## config.mk

```make
export PLATFORM = sky130hd
export DESIGN_NAME = if0_fetch_pc_gen
export DESIGN_NICKNAME = d
export VERILOG_FILES = /design/src/rtl/if0_fetch_pc_gen.sv
export SDC_FILE = /design/constraint.sdc
export NUM_CORES = 1
export LEC_CHECK = 0
export ABC_CLOCK_PERIOD_IN_PS = 2450
export BUFFER_PORTS_ARGS = -buffer_cell sky130_fd_sc_hd__buf_2
export CORE_UTILIZATION = 43
export DETAILED_ROUTE_END_ITERATION = 8
export GPL_ROUTABILITY_DRIVEN = 0
export PLACE_DENSITY = 0.84
export SLEW_MARGIN = 20
export SYNTH_ARGS = -nofsm -noshare
export SYNTH_HDL_FRONTEND = slang
export SYNTH_SLANG_ARGS = --single-unit
```

## constraint.sdc

```tcl
create_clock -name clk -period 2.45 [get_ports clk]
set_input_delay 0.3675 -clock clk [delete_from_list [all_inputs] [get_ports clk]]
set_output_delay 0.3675 -clock clk [all_outputs]
set_load 0.05 [all_outputs]
```

## src/rtl/if0_fetch_pc_gen.sv

```systemverilog
// if0_fetch_pc_gen
// -----------------------------------------------------------------------------
// Fetch-PC generator for IF stage 0. It holds the fetch PC and presents an
// aligned block of FETCH_WIDTH instruction slots. Each cycle it picks the next
// PC from, in priority order: backend redirect, IF3 redirect, pause, pending
// delay slot, next-line-predictor taken branch, or the sequential block.
//
// Parameters
//   FETCH_WIDTH     instructions per fetch block (power of two, >= 1)
//   RESET_PC        PC loaded on reset
//   HAS_DELAY_SLOT  1: the slot after a taken branch is fetched before the jump
//   EPOCH_W         redirect epoch counter width
//
// Ports
//   clk, rst               clock, synchronous active-high reset
//   pause                  hold PC and all state (redirects still apply)
//   bk_redirect_valid/pc   backend redirect request / target
//   bk_ready               always 1
//   if3_redirect_valid/pc  IF3 redirect request / target
//   nlp_valid/taken        per-slot NLP hit / taken prediction for current pc
//   nlp_target             per-slot targets, slot i at [32i+31:32i]
//   pc                     current fetch PC (registered)
//   slot_pc                per-slot PCs of the aligned block
//   slot_mask              slots that belong to this fetch (combinational)
//   only_ds                block exists only to fetch a delay slot
//   epoch                  redirect epoch, +1 per redirect cycle
// -----------------------------------------------------------------------------
module if0_fetch_pc_gen #(
    parameter int          FETCH_WIDTH    = 2,
    parameter logic [31:0] RESET_PC       = 32'hBFC0_0000,
    parameter bit          HAS_DELAY_SLOT = 1'b1,
    parameter int          EPOCH_W        = 3
) (
    input  logic                      clk,
    input  logic                      rst,
    input  logic                      pause,
    input  logic                      bk_redirect_valid,
    input  logic [31:0]               bk_redirect_pc,
    output logic                      bk_ready,
    input  logic                      if3_redirect_valid,
    input  logic [31:0]               if3_redirect_pc,
    input  logic [FETCH_WIDTH-1:0]    nlp_valid,
    input  logic [FETCH_WIDTH-1:0]    nlp_taken,
    input  logic [32*FETCH_WIDTH-1:0] nlp_target,
    output logic [31:0]               pc,
    output logic [32*FETCH_WIDTH-1:0] slot_pc,
    output logic [FETCH_WIDTH-1:0]    slot_mask,
    output logic                      only_ds,
    output logic [EPOCH_W-1:0]        epoch
);

    localparam int W  = FETCH_WIDTH;
    localparam int L  = (W > 1) ? $clog2(W) : 0;
    // Slot-index width; kept at least 1 bit so W=1 still has a legal vector.
    localparam int IW = (L > 0) ? L : 1;
    localparam logic [31:0] BLK_BYTES = 32'(4 * W);

    // ------------------------------------------------------------------
    // State
    // ------------------------------------------------------------------
    logic               ds_pend;
    logic [31:0]        ds_target;

    logic [31:0]        pc_nx;
    logic               ds_pend_nx;
    logic [31:0]        ds_target_nx;
    logic [EPOCH_W-1:0] epoch_nx;

    // ------------------------------------------------------------------
    // Derived block geometry
    // ------------------------------------------------------------------
    logic [IW-1:0] off;
    logic [31:0]   aligned;
    logic [31:0]   seq;

    // Mask arithmetic instead of part-selects so W=1 (L=0) needs no
    // special-casing: the offset collapses to zero.
    assign off     = IW'((pc >> 2) & 32'(W - 1));
    assign aligned = pc & ~(BLK_BYTES - 32'd1);
    assign seq     = aligned + BLK_BYTES;

    assign bk_ready = 1'b1;
    assign only_ds  = ds_pend;

    for (genvar i = 0; i < W; i++) begin : g_slot_pc
        assign slot_pc[32*i +: 32] = aligned | 32'(i * 4);
    end

    // ------------------------------------------------------------------
    // Branch selection: lowest eligible slot at or above the entry offset.
    // A pending delay-slot block never redirects on its own predictions.
    // ------------------------------------------------------------------
    logic [W-1:0]  elig;
    logic          taken;
    logic [IW-1:0] k;
    logic [31:0]   target_k;

    always_comb begin
        elig  = '0;
        taken = 1'b0;
        k     = '0;
        for (int i = W - 1; i >= 0; i--) begin
            elig[i] = (i >= int'(off)) && nlp_valid[i] && nlp_taken[i] && !ds_pend;
            if (elig[i]) begin
                taken = 1'b1;
                k     = IW'(i);
            end
        end
    end

    assign target_k = nlp_target[32*int'(k) +: 32];

    // Branch sits in the last slot and its delay slot spills into the next
    // block: fetch that block first, jump afterwards.
    logic last_slot_ds;
    assign last_slot_ds = taken && HAS_DELAY_SLOT && (int'(k) == W - 1);

    // ------------------------------------------------------------------
    // Slot mask
    // ------------------------------------------------------------------
    int lim;

    always_comb begin
        lim = W - 1;
        if (taken) begin
            if (HAS_DELAY_SLOT)
                lim = (int'(k) < W - 1) ? int'(k) + 1 : W - 1;
            else
                lim = int'(k);
        end
        slot_mask = '0;
        if (ds_pend) begin
            // Delay-slot block: the delay slot is always slot 0 of seq.
            slot_mask[0] = 1'b1;
        end else begin
            for (int i = 0; i < W; i++)
                slot_mask[i] = (i >= int'(off)) && (i <= lim);
        end
    end

    // ------------------------------------------------------------------
    // Next-state selection
    // ------------------------------------------------------------------
    always_comb begin
        pc_nx        = pc;
        ds_pend_nx   = ds_pend;
        ds_target_nx = ds_target;
        epoch_nx     = epoch;
        if (bk_redirect_valid) begin
            // Redirects win over pause and drop any pending delay slot.
            pc_nx      = bk_redirect_pc & ~32'd3;
            ds_pend_nx = 1'b0;
            epoch_nx   = epoch + 1'b1;
        end else if (if3_redirect_valid) begin
            pc_nx      = if3_redirect_pc & ~32'd3;
            ds_pend_nx = 1'b0;
            epoch_nx   = epoch + 1'b1;
        end else if (!pause) begin
            if (ds_pend) begin
                pc_nx      = ds_target;
                ds_pend_nx = 1'b0;
            end else if (last_slot_ds) begin
                pc_nx        = seq;
                ds_pend_nx   = 1'b1;
                ds_target_nx = target_k;
            end else if (taken) begin
                pc_nx = target_k;
            end else begin
                pc_nx = seq;
            end
        end
    end

    always_ff @(posedge clk) begin
        if (rst) begin
            pc        <= RESET_PC;
            ds_pend   <= 1'b0;
            ds_target <= '0;
            epoch     <= '0;
        end else begin
            pc        <= pc_nx;
            ds_pend   <= ds_pend_nx;
            ds_target <= ds_target_nx;
            epoch     <= epoch_nx;
        end
    end

endmodule
```

==> impl_results.html, run 1 <==
<table>
<tr><th>Metric</th><th>Value</th></tr>
<tr><th colspan="2">STA</th></tr>
<tr><td>Minimum clock period after layout</td><td>2.219 ns</td></tr>
<tr><td>Post-Route Setup TNS</td><td>0 ns</td></tr>
<tr><td>Maximum clock frequency</td><td>approximately 450 MHz</td></tr>
<tr><td>Final max-slew violation count</td><td>0</td></tr>
<tr><td>Final setup viols</td><td>0</td></tr>
<tr><td>Max transition margin</td><td>0.5102</td></tr>
<tr><td>Crit share post-route</td><td>0.9056</td></tr>
<tr><td>Final worst-path setup slack</td><td>0.2313 ns</td></tr>
<tr><td>Clock tree skew after final layout</td><td>0.009910 ns</td></tr>
<tr><td>Number of hold violations in the final report</td><td>0</td></tr>
<tr><td>Setup repair after global routing missed its margin</td><td>no</td></tr>
<tr><td>Measured slew at the worst slew-check pin</td><td>just over 0.7 ns</td></tr>
<tr><th colspan="2">Cells and area</th></tr>
<tr><td>ANT cells</td><td>0</td></tr>
<tr><td>Fraction of final layout cells sized beyond drive strength 1</td><td>0.3673</td></tr>
<tr><td>Synth-to-Final Area Change</td><td>26.46%</td></tr>
<tr><td>Final Core Density</td><td>0.5661</td></tr>
<tr><td>Nets</td><td>967</td></tr>
<tr><td>Fill count</td><td>1029</td></tr>
<tr><th colspan="2">Drt</th></tr>
<tr><td>Via count of the routed design</td><td>5514</td></tr>
<tr><td>Routed wirelength normalized by instance count</td><td>17.08 µm</td></tr>
<tr><td>DR vias/cell</td><td>5.690</td></tr>
<tr><td>Aggregate routed wire length</td><td>16.55 mm</td></tr>
<tr><td>Count of routing violations after the opening detailed-route iteration</td><td>538</td></tr>
<tr><td>Final routed DRC violation total</td><td>0</td></tr>
<tr><td>Post-detailed-route count of antenna-violating nets</td><td>0</td></tr>
<tr><td>Iteration count of the initial detailed-routing pass</td><td>5</td></tr>
<tr><th colspan="2">Yosys</th></tr>
<tr><td>Number of enable-type register cells in the synthesized netlist</td><td>0</td></tr>
<tr><td>Top post-synthesis cells by area</td><td>sky130_fd_sc_hd__dfxtp_1, sky130_fd_sc_hd__buf_4, sky130_fd_sc_hd__nand2_1</td></tr>
<tr><td>Total of flip-flops plus latches after synthesis</td><td>68</td></tr>
<tr><td>Number of unique standard cell types used by synthesis</td><td>59</td></tr>
<tr><td>Sequential area share after synthesis</td><td>0.2919</td></tr>
<tr><td>Average instance area after synthesis</td><td>7.241 µm²</td></tr>
<tr><td>Synthesized instance count</td><td>~640</td></tr>
<tr><td>Cell type contributing the most total cell area after synthesis</td><td>sky130_fd_sc_hd__dfxtp_1</td></tr>
<tr><td>Mapped cell area</td><td>0.004663 mm²</td></tr>
<tr><td>Post-synthesis async set-or-reset flop share</td><td>0</td></tr>
<tr><td>Primary flip-flop cell chosen by synthesis mapping</td><td>sky130_fd_sc_hd__dfxtp_1</td></tr>
<tr><td>Proportion of netlist area held by the largest area contributor</td><td>0.2919</td></tr>
<tr><td>Warning count from the yosys run</td><td>0</td></tr>
<tr><th colspan="2">Clocking</th></tr>
<tr><td>CTS buffer count</td><td>9</td></tr>
<tr><td>Hold buffers post-CTS</td><td>0</td></tr>
<tr><td>CTS tree</td><td>done</td></tr>
<tr><td>Number of buffers on the longest clock path</td><td>2</td></tr>
<tr><td>H-tree depth</td><td>3</td></tr>
<tr><td>Insertion delay to the later sink of the worst-skew pair</td><td>between 0.3 and 0.4 ns</td></tr>
<tr><td>Post-CTS sizing</td><td>0</td></tr>
<tr><td>Post-CTS Setup Inserts</td><td>0</td></tr>
<tr><td>Count of clock tree sinks</td><td>between 60 and 70</td></tr>
<tr><td>Clock root buffer</td><td>sky130_fd_sc_hd__clkbuf_8</td></tr>
<tr><td>Clock Pin Slew Worst Setup and Hold Paths</td><td>0.08 ns</td></tr>
<tr><th colspan="2">Worst setup path</th></tr>
<tr><td>Classification of the worst setup path</td><td>reg -&gt; reg</td></tr>
<tr><td>Arr. time, crit path</td><td>~2.5 ns</td></tr>
<tr><td>Crit path capture type</td><td>flip-flop</td></tr>
<tr><td>Reg2Reg Depth</td><td>6</td></tr>
<tr><td>Critical Path Fanout Max</td><td>8</td></tr>
<tr><td>Kind of launch point of the worst setup path</td><td>flip-flop</td></tr>
<tr><td>Data required time at the worst endpoint</td><td>2.68 ns</td></tr>
<tr><th colspan="2">Placement</th></tr>
<tr><td>Number of input and output port buffers inserted</td><td>between 200 and 250</td></tr>
<tr><td>Worst slack at placement</td><td>0.2847 ns</td></tr>
<tr><td>Sum of net half-perimeters after detailed placement</td><td>12.76 mm</td></tr>
<tr><th colspan="2">Global routing</th></tr>
<tr><td>Largest net degree at the start of global routing</td><td>39</td></tr>
<tr><td>Number of antenna violations at the first check in global routing</td><td>0</td></tr>
<tr><td>Aggregate global-route resource usage</td><td>0.2933</td></tr>
<tr><td>Vias in the first global route</td><td>between 5k and 6k</td></tr>
<tr><td>Wire length of the first global-routing pass</td><td>25.74 mm</td></tr>
<tr><td>GRT overflow</td><td>0</td></tr>
<tr><th colspan="2">Power and ir drop</th></tr>
<tr><td>Cell leakage power</td><td>approximately 2.6 nW</td></tr>
<tr><td>Power per unit of standard cell area</td><td>~560 mW/mm²</td></tr>
<tr><td>Maximum vdd ir drop</td><td>404.1 µV</td></tr>
<tr><th colspan="2">Floorplanning</th></tr>
<tr><td>Placeable core area</td><td>0.01042 mm²</td></tr>
<tr><td>Horizontal die dimension</td><td>106.1 µm</td></tr>
<tr><td>Count of standard-cell rows</td><td>37</td></tr>
<tr><td>Total die area</td><td>0.01126 mm²</td></tr>
<tr><td>Boundary Pins</td><td>240</td></tr>
<tr><td>Starting Density</td><td>0.4477</td></tr>
<tr><td>Die span in y</td><td>106.1 µm</td></tr>
<tr><th colspan="2">Min path</th></tr>
<tr><td>Class of the most critical hold timing path</td><td>in -&gt; reg</td></tr>
<tr><td>Worst hold path depth</td><td>3</td></tr>
<tr><th colspan="2">Run</th></tr>
<tr><td>Max-cap violations</td><td>0</td></tr>
<tr><th colspan="2">Status</th></tr>
<tr><td>Status</td><td>finished clean</td></tr>
</table>
==> cells by family after synthesis <==
group | synth area share
compound gates | 0.2616
xor+xnor | 0.03193
fa+ha+maj | 0.005365
buf+inv | 0.1478
flops | 0.2919
mux | 0.006440
other cells | 0.001610
simple gates | 0.2533
==> final timing paths <==
path                                    from                          to  slack, ns
setup / recovery          pc[3]$_SDFFE_PP0P_         pc[31]$_SDFFE_PP1P_       0.23
hold / removal                nlp_target[27]         pc[27]$_SDFFE_PP1P_       0.24
setup reg to reg          pc[3]$_SDFFE_PP0P_         pc[31]$_SDFFE_PP1P_       0.23
hold reg to reg   ds_target[25]$_SDFFE_PP0P_  ds_target[25]$_SDFFE_PP0P_       0.45
==> critical path, cell delays in order (launching register included) <==
cell	delay [ns]
sky130_fd_sc_hd__dfxtp_2	0.40
sky130_fd_sc_hd__ha_1	0.22
sky130_fd_sc_hd__nand3_1	0.15
sky130_fd_sc_hd__or4_1	0.56
sky130_fd_sc_hd__nor4_1	0.51
sky130_fd_sc_hd__xnor2_1	0.18
sky130_fd_sc_hd__a21oi_1	0.08
==> state kept, by name, summed over array words and instances, names as in the netlist <==
name,flops
epoch,3
pc,32
only_ds,1
ds_target,32
==> layout make-up <==
cell class                      instances  area, µm²  share of cell area
Timing Repair Buffer                  274       1486              0.2521
Clock buffer                           10      127.6             0.02164
Multi-Input combinational cell        464       2644              0.4483
Inverter                               11      41.29            0.007002
Tap cell                              136      170.2             0.02886
Clock inverter                          6      65.06             0.01103
Sequential cell                        68       1363              0.2311
==> placed cells by master (no fill, tap or decap), types with 8 or more instances in the layout <==
cell type                  Yosys  layout
sky130_fd_sc_hd__nand4_1       9       9
sky130_fd_sc_hd__a211oi_1      8       8
sky130_fd_sc_hd__or3_1         8       8
sky130_fd_sc_hd__clkbuf_8      0       9
sky130_fd_sc_hd__a22oi_1      10      10
sky130_fd_sc_hd__a21oi_1      67      67
sky130_fd_sc_hd__nor3_1       13      13
sky130_fd_sc_hd__o21ai_0      31      31
sky130_fd_sc_hd__xnor2_1      10      10
sky130_fd_sc_hd__dfxtp_1      68      67
sky130_fd_sc_hd__buf_2         5     228
sky130_fd_sc_hd__nand2b_1      8       8
sky130_fd_sc_hd__nand2_1     115     115
sky130_fd_sc_hd__nor2_1       33      33
sky130_fd_sc_hd__buf_4        65      46
sky130_fd_sc_hd__inv_1        11      11
sky130_fd_sc_hd__nand3_1      16      16
sky130_fd_sc_hd__a31oi_1      14      14
==> routing by layer <==
layer | GRT usage | vias to the layer above | wire [µm]
met4 | 0.1567 | 0 | 658
met5 | 0 | - | 0
met2 | 0.4615 | 354 | 7390
met3 | 0.06254 | 52 | 1567
met1 | 0.3739 | 2495 | 6936
li1 | - | 2613 | -
==> Yosys cell counts, types with 9 or more instances <==
cell,instances
sky130_fd_sc_hd__a21oi_1,67
sky130_fd_sc_hd__a22oi_1,10
sky130_fd_sc_hd__a31oi_1,14
sky130_fd_sc_hd__buf_4,65
sky130_fd_sc_hd__clkbuf_1,32
sky130_fd_sc_hd__dfxtp_1,68
sky130_fd_sc_hd__inv_1,11
sky130_fd_sc_hd__nand2_1,115
sky130_fd_sc_hd__nand3_1,16
sky130_fd_sc_hd__nand4_1,9
sky130_fd_sc_hd__nor2_1,33
sky130_fd_sc_hd__nor3_1,13
sky130_fd_sc_hd__o21ai_0,31
sky130_fd_sc_hd__xnor2_1,10
==> stage by stage <==
stage,instance area [µm²],cells,total power [W],hold slack [ns]
finish,5897,969,0.003292,0.2440
global route,5897,969,0.003414,0.2481
CTS,5897,969,0.003276,0.2387
detailed placement,5704,953,0.002373,0.4438
global placement,5704,953,0.002362,0.4386
floorplan,4683,649,0.002116,0.4312
==> power by group <==
part / leakage (nW) / internal [W] / total [W] / switching, W
clock network: 0.0962 / 0.000470 / 0.000930 / 0.000460
registers: 0.557 / 0.00116 / 0.00122 / 0.0000648
logic: 1.95 / 0.000328 / 0.00114 / 0.000812
total: 2.61 / 0.00196 / 0.00329 / 0.00134
(Power assumes the default switching activity.)
==> run 2: changes to the inputs <==
--- a/config.mk
+++ b/config.mk
@@ -10,7 +10,8 @@
 export CORE_UTILIZATION = 43
 export DETAILED_ROUTE_END_ITERATION = 8
 export GPL_ROUTABILITY_DRIVEN = 0
-export PLACE_DENSITY = 0.84
+export MAX_ROUTING_LAYER = met4
+export PLACE_DENSITY = 0.76
 export SLEW_MARGIN = 20
 export SYNTH_ARGS = -nofsm -noshare
 export SYNTH_HDL_FRONTEND = slang
==> run 2 against run 1 <==
Worst hold slack gained 0.0040 ns. Final cell count shrank 0.21%. Flip-flop and latch count is the same. Critical path type unchanged. Sequential power is essentially flat. Power grew 6.4%. Critical path depth is the same. Die area is the same. Design area grew 0.47%. Core utilization grew 0.26 points. Maximum frequency shrank 0.13%. Setup slack lost 0.0028 ns. Sequential share of layout area shrank 0.11 points.
==> impl_results.html, run 2 (same netlist as run 1, synthesis figures left out) <==
<table>
<tr><th>Metric</th><th>Value</th></tr>
<tr><th colspan="2">Clocking</th></tr>
<tr><td>Insertion delay to the later sink of the worst-skew pair</td><td>0.35 ns (about the same)</td></tr>
<tr><td>CTS tree</td><td>done</td></tr>
<tr><td>CTS buffer count</td><td>9 (unchanged)</td></tr>
<tr><td>Count of clock tree sinks</td><td>68 (unchanged)</td></tr>
<tr><td>Post-CTS sizing</td><td>0 (unchanged)</td></tr>
<tr><td>Clock root buffer</td><td>sky130_fd_sc_hd__clkbuf_8</td></tr>
<tr><td>Post-CTS Setup Inserts</td><td>0 (unchanged)</td></tr>
<tr><td>Number of buffers on the longest clock path</td><td>2 (unchanged)</td></tr>
<tr><td>Clock Pin Slew Worst Setup and Hold Paths</td><td>0.08 ns (about the same)</td></tr>
<tr><td>Hold buffers post-CTS</td><td>0 (unchanged)</td></tr>
<tr><td>H-tree depth</td><td>3 (unchanged)</td></tr>
<tr><th colspan="2">Min path</th></tr>
<tr><td>Worst Hold End</td><td>ds_target[7]$_SDFFE_PP0P_</td></tr>
<tr><td>Worst hold path depth</td><td>3 (unchanged)</td></tr>
<tr><td>Class of the most critical hold timing path</td><td>in -&gt; reg</td></tr>
<tr><td>Worst hold start</td><td>nlp_target[39]</td></tr>
<tr><th colspan="2">Floorplanning</th></tr>
<tr><td>Horizontal die dimension</td><td>106.1 µm (unchanged)</td></tr>
<tr><td>Boundary Pins</td><td>240 (unchanged)</td></tr>
<tr><td>Die span in y</td><td>106.1 µm (unchanged)</td></tr>
<tr><td>Count of standard-cell rows</td><td>37 (unchanged)</td></tr>
<tr><td>Total die area</td><td>0.01126 mm² (unchanged)</td></tr>
<tr><td>Starting Density</td><td>0.4477 (unchanged)</td></tr>
<tr><td>Placeable core area</td><td>0.01042 mm² (unchanged)</td></tr>
<tr><th colspan="2">Worst setup path</th></tr>
<tr><td>Data required time at the worst endpoint</td><td>2.74 ns (+0.06 ns)</td></tr>
<tr><td>Cell depth of the worst setup path</td><td>6 (unchanged)</td></tr>
<tr><td>Critical Path Fanout Max</td><td>8 (unchanged)</td></tr>
<tr><td>Peak per-stage delay on the critical path</td><td>0.57 ns (about the same)</td></tr>
<tr><td>Setup slack on the worst flop-to-flop path</td><td>0.23 ns (about the same)</td></tr>
<tr><td>Cell at the slowest stage of the critical path</td><td>sky130_fd_sc_hd__or4_1</td></tr>
<tr><td>RR Startpoint</td><td>pc[3]$_SDFFE_PP0P_</td></tr>
<tr><td>Classification of the worst setup path</td><td>reg -&gt; reg</td></tr>
<tr><td>Kind of launch point of the worst setup path</td><td>flip-flop</td></tr>
<tr><td>Critical path, cell by cell</td><td>ha_1 -&gt; nand3_1 -&gt; or4_1 -&gt; or3_1 -&gt; a211o_1 -&gt; a21oi_2</td></tr>
<tr><td>Reg2Reg Depth</td><td>6 (unchanged)</td></tr>
<tr><td>CP delay by family, top</td><td>simple AND/OR/NAND/NOR gates</td></tr>
<tr><td>Arr. time, crit path</td><td>2.51 ns (+0.06 ns)</td></tr>
<tr><td>Crit path capture type</td><td>flip-flop</td></tr>
<tr><td>Reg-to-reg critical path endpoint</td><td>pc[21]$_SDFFE_PP0P_</td></tr>
<tr><td>Number of buffer and inverter instances along the worst setup path</td><td>0 (unchanged)</td></tr>
<tr><th colspan="2">STA</th></tr>
<tr><td>Final max-slew violation count</td><td>0 (unchanged)</td></tr>
<tr><td>Final setup viols</td><td>0 (unchanged)</td></tr>
<tr><td>Maximum clock frequency</td><td>450.1 MHz (-0.13%)</td></tr>
<tr><td>Max transition margin</td><td>0.5008 (-0.009368)</td></tr>
<tr><td>Min Hold Slack</td><td>0.2479 ns (+0.003970 ns)</td></tr>
<tr><td>Number of hold violations in the final report</td><td>0 (unchanged)</td></tr>
<tr><td>Crit share post-route</td><td>0.9067 (+0.001157)</td></tr>
<tr><td>Setup repair after global routing missed its margin</td><td>no</td></tr>
<tr><td>Measured slew at the worst slew-check pin</td><td>0.7420 ns (+0.01642 ns)</td></tr>
<tr><td>Post-Route Setup TNS</td><td>0 ns (unchanged)</td></tr>
<tr><td>Clock tree skew after final layout</td><td>0.009232 ns (-0.0006782 ns)</td></tr>
<tr><td>Minimum clock period after layout</td><td>2.222 ns (+0.002834 ns)</td></tr>
<tr><th colspan="2">Global routing</th></tr>
<tr><td>Wire length of the first global-routing pass</td><td>25.33 mm (-1.6%)</td></tr>
<tr><td>Largest net degree at the start of global routing</td><td>45 (+15%)</td></tr>
<tr><td>Number of antenna violations at the first check in global routing</td><td>1 (+1)</td></tr>
<tr><td>Vias in the first global route</td><td>4874 (-3.3%)</td></tr>
<tr><td>GRT overflow</td><td>0 (unchanged)</td></tr>
<tr><td>Aggregate global-route resource usage</td><td>0.2957 (+0.002341)</td></tr>
<tr><th colspan="2">Drt</th></tr>
<tr><td>Routed wirelength normalized by instance count</td><td>16.90 µm (-1.1%)</td></tr>
<tr><td>Post-detailed-route count of antenna-violating nets</td><td>0 (unchanged)</td></tr>
<tr><td>Iteration count of the initial detailed-routing pass</td><td>5 (unchanged)</td></tr>
<tr><td>Final routed DRC violation total</td><td>0 (unchanged)</td></tr>
<tr><td>Via count of the routed design</td><td>5528 (+0.25%)</td></tr>
<tr><td>Uppermost layer routed</td><td>met4</td></tr>
<tr><td>DR vias/cell</td><td>5.717 (+0.46%)</td></tr>
<tr><td>Wire length on met2</td><td>7.206 mm (-2.5%)</td></tr>
<tr><td>Detailed-routing wirelength on met1</td><td>6.984 mm (+0.69%)</td></tr>
<tr><td>Aggregate routed wire length</td><td>16.34 mm (-1.3%)</td></tr>
<tr><td>Met3 WL</td><td>1.592 mm (+1.6%)</td></tr>
<tr><td>Count of routing violations after the opening detailed-route iteration</td><td>482 (-10%)</td></tr>
<tr><th colspan="2">Cells and area</th></tr>
<tr><td>Largest registers in the final layout</td><td>ds_target x32, pc x32, epoch x3</td></tr>
<tr><td>Commonest cells after routing, fill and taps aside</td><td>sky130_fd_sc_hd__buf_2, sky130_fd_sc_hd__nand2_1, sky130_fd_sc_hd__a21oi_1, sky130_fd_sc_hd__dfxtp_1, sky130_fd_sc_hd__buf_4</td></tr>
<tr><td>Most common cell after layout, fill and taps aside</td><td>sky130_fd_sc_hd__buf_2</td></tr>
<tr><td>Synth-to-Final Area Change</td><td>27.05%</td></tr>
<tr><td>Post-route insts no fill</td><td>967 (-0.21%)</td></tr>
<tr><td>Fraction of final layout cells sized beyond drive strength 1</td><td>0.3651 (-0.002287)</td></tr>
<tr><td>Nets</td><td>964 (-0.31%)</td></tr>
<tr><td>Fill count</td><td>1074 (+4.4%)</td></tr>
<tr><th colspan="2">Power and ir drop</th></tr>
<tr><td>Clock power frac</td><td>0.327 (+0.044)</td></tr>
<tr><td>Overall power of the completed layout</td><td>0.003503 W (+6.4%)</td></tr>
<tr><td>Cell leakage power</td><td>2.614 nW (+0.29%)</td></tr>
<tr><td>Switching part of the total power</td><td>0.3829 (-0.02304)</td></tr>
<tr><td>Power dissipated by switching net loads</td><td>0.001341 W (+0.40%)</td></tr>
<tr><td>Maximum vdd ir drop</td><td>328.4 µV (-19%)</td></tr>
<tr><td>Internal power consumption</td><td>0.002162 W (+11%)</td></tr>
<tr><td>Logic gate share of total power</td><td>0.325 (-0.021)</td></tr>
<tr><td>Fraction of power consumed by sequential logic</td><td>0.349 (-0.022)</td></tr>
<tr><td>Power per unit of standard cell area</td><td>591.4 mW/mm² (+5.9%)</td></tr>
<tr><th colspan="2">Run</th></tr>
<tr><td>Max-cap violations</td><td>0 (unchanged)</td></tr>
<tr><th colspan="2">Placement</th></tr>
<tr><td>Sum of net half-perimeters after detailed placement</td><td>12.68 mm (-0.61%)</td></tr>
<tr><td>Number of input and output port buffers inserted</td><td>228 (unchanged)</td></tr>
<tr><td>Number of instances in the placed design</td><td>950 (-0.31%)</td></tr>
<tr><th colspan="2">Status</th></tr>
<tr><td>Status</td><td>finished clean</td></tr>
</table>
[run 2: cell type report]
cell class | instances | area, µm² | share of cell area
Sequential cell | 68 | 1363 | 0.2300
Antenna cell | 1 | 2.502 | 0.0004224
Inverter | 11 | 41.29 | 0.006969
Tap cell | 136 | 170.2 | 0.02872
Clock inverter | 6 | 112.6 | 0.01901
Multi-Input combinational cell | 464 | 2644 | 0.4463
Clock buffer | 10 | 127.6 | 0.02154
Timing Repair Buffer | 271 | 1464 | 0.2471
[run 2: worst max path at each step]
stage	startpoint	to
final	pc[3]$_SDFFE_PP0P_	pc[21]$_SDFFE_PP0P_
after global routing	pc[3]$_SDFFE_PP0P_	pc[31]$_SDFFE_PP1P_
after CTS	pc[3]$_SDFFE_PP0P_	pc[21]$_SDFFE_PP0P_
after detailed placement	pc[3]$_SDFFE_PP0P_	pc[21]$_SDFFE_PP0P_
after global placement	pc[3]$_SDFFE_PP0P_	pc[21]$_SDFFE_PP0P_
after floorplan	pc[4]$_SDFFE_PP0P_	pc[21]$_SDFFE_PP0P_
[run 2: per-stage QoR]
step / setup WS [ns] / cell area, µm² / util
3_5_place_dp: 0.2506 / 5682 / 0.5455
6_report: 0.2285 / 5924 / 0.5688
5_1_grt: 0.1207 / 5924 / 0.5688
2_1_floorplan: 0.004335 / 4683 / -
4_1_cts: 0.2234 / 5922 / 0.5685
3_3_place_gp: 0.2937 / 5682 / 0.5455
[run 2: tightest hold or removal path, stage by stage]
cell and delay (ns):
sky130_fd_sc_hd__buf_2 0.09, sky130_fd_sc_hd__nand2_1 0.04, sky130_fd_sc_hd__a21oi_1 0.05
[run 2: power groups by stage]
stage,Sequential (W),Combinational [W],Clock [W]
3_3_place_gp,0.00124,0.00112,0
6_report,0.00122,0.00114,0.00114
2_1_floorplan,0.00142,0.000701,0
5_1_grt,0.00123,0.00120,0.00119
3_5_place_dp,0.00125,0.00113,0
4_1_cts,0.00122,0.00113,0.00115
[run 2: layer usage]
metal  up-vias  GRT usage
li1       2602          -
met1      2517     0.4012
met2       353     0.4420
met3        56    0.04108
met4         0     0.1171
met5         -          -
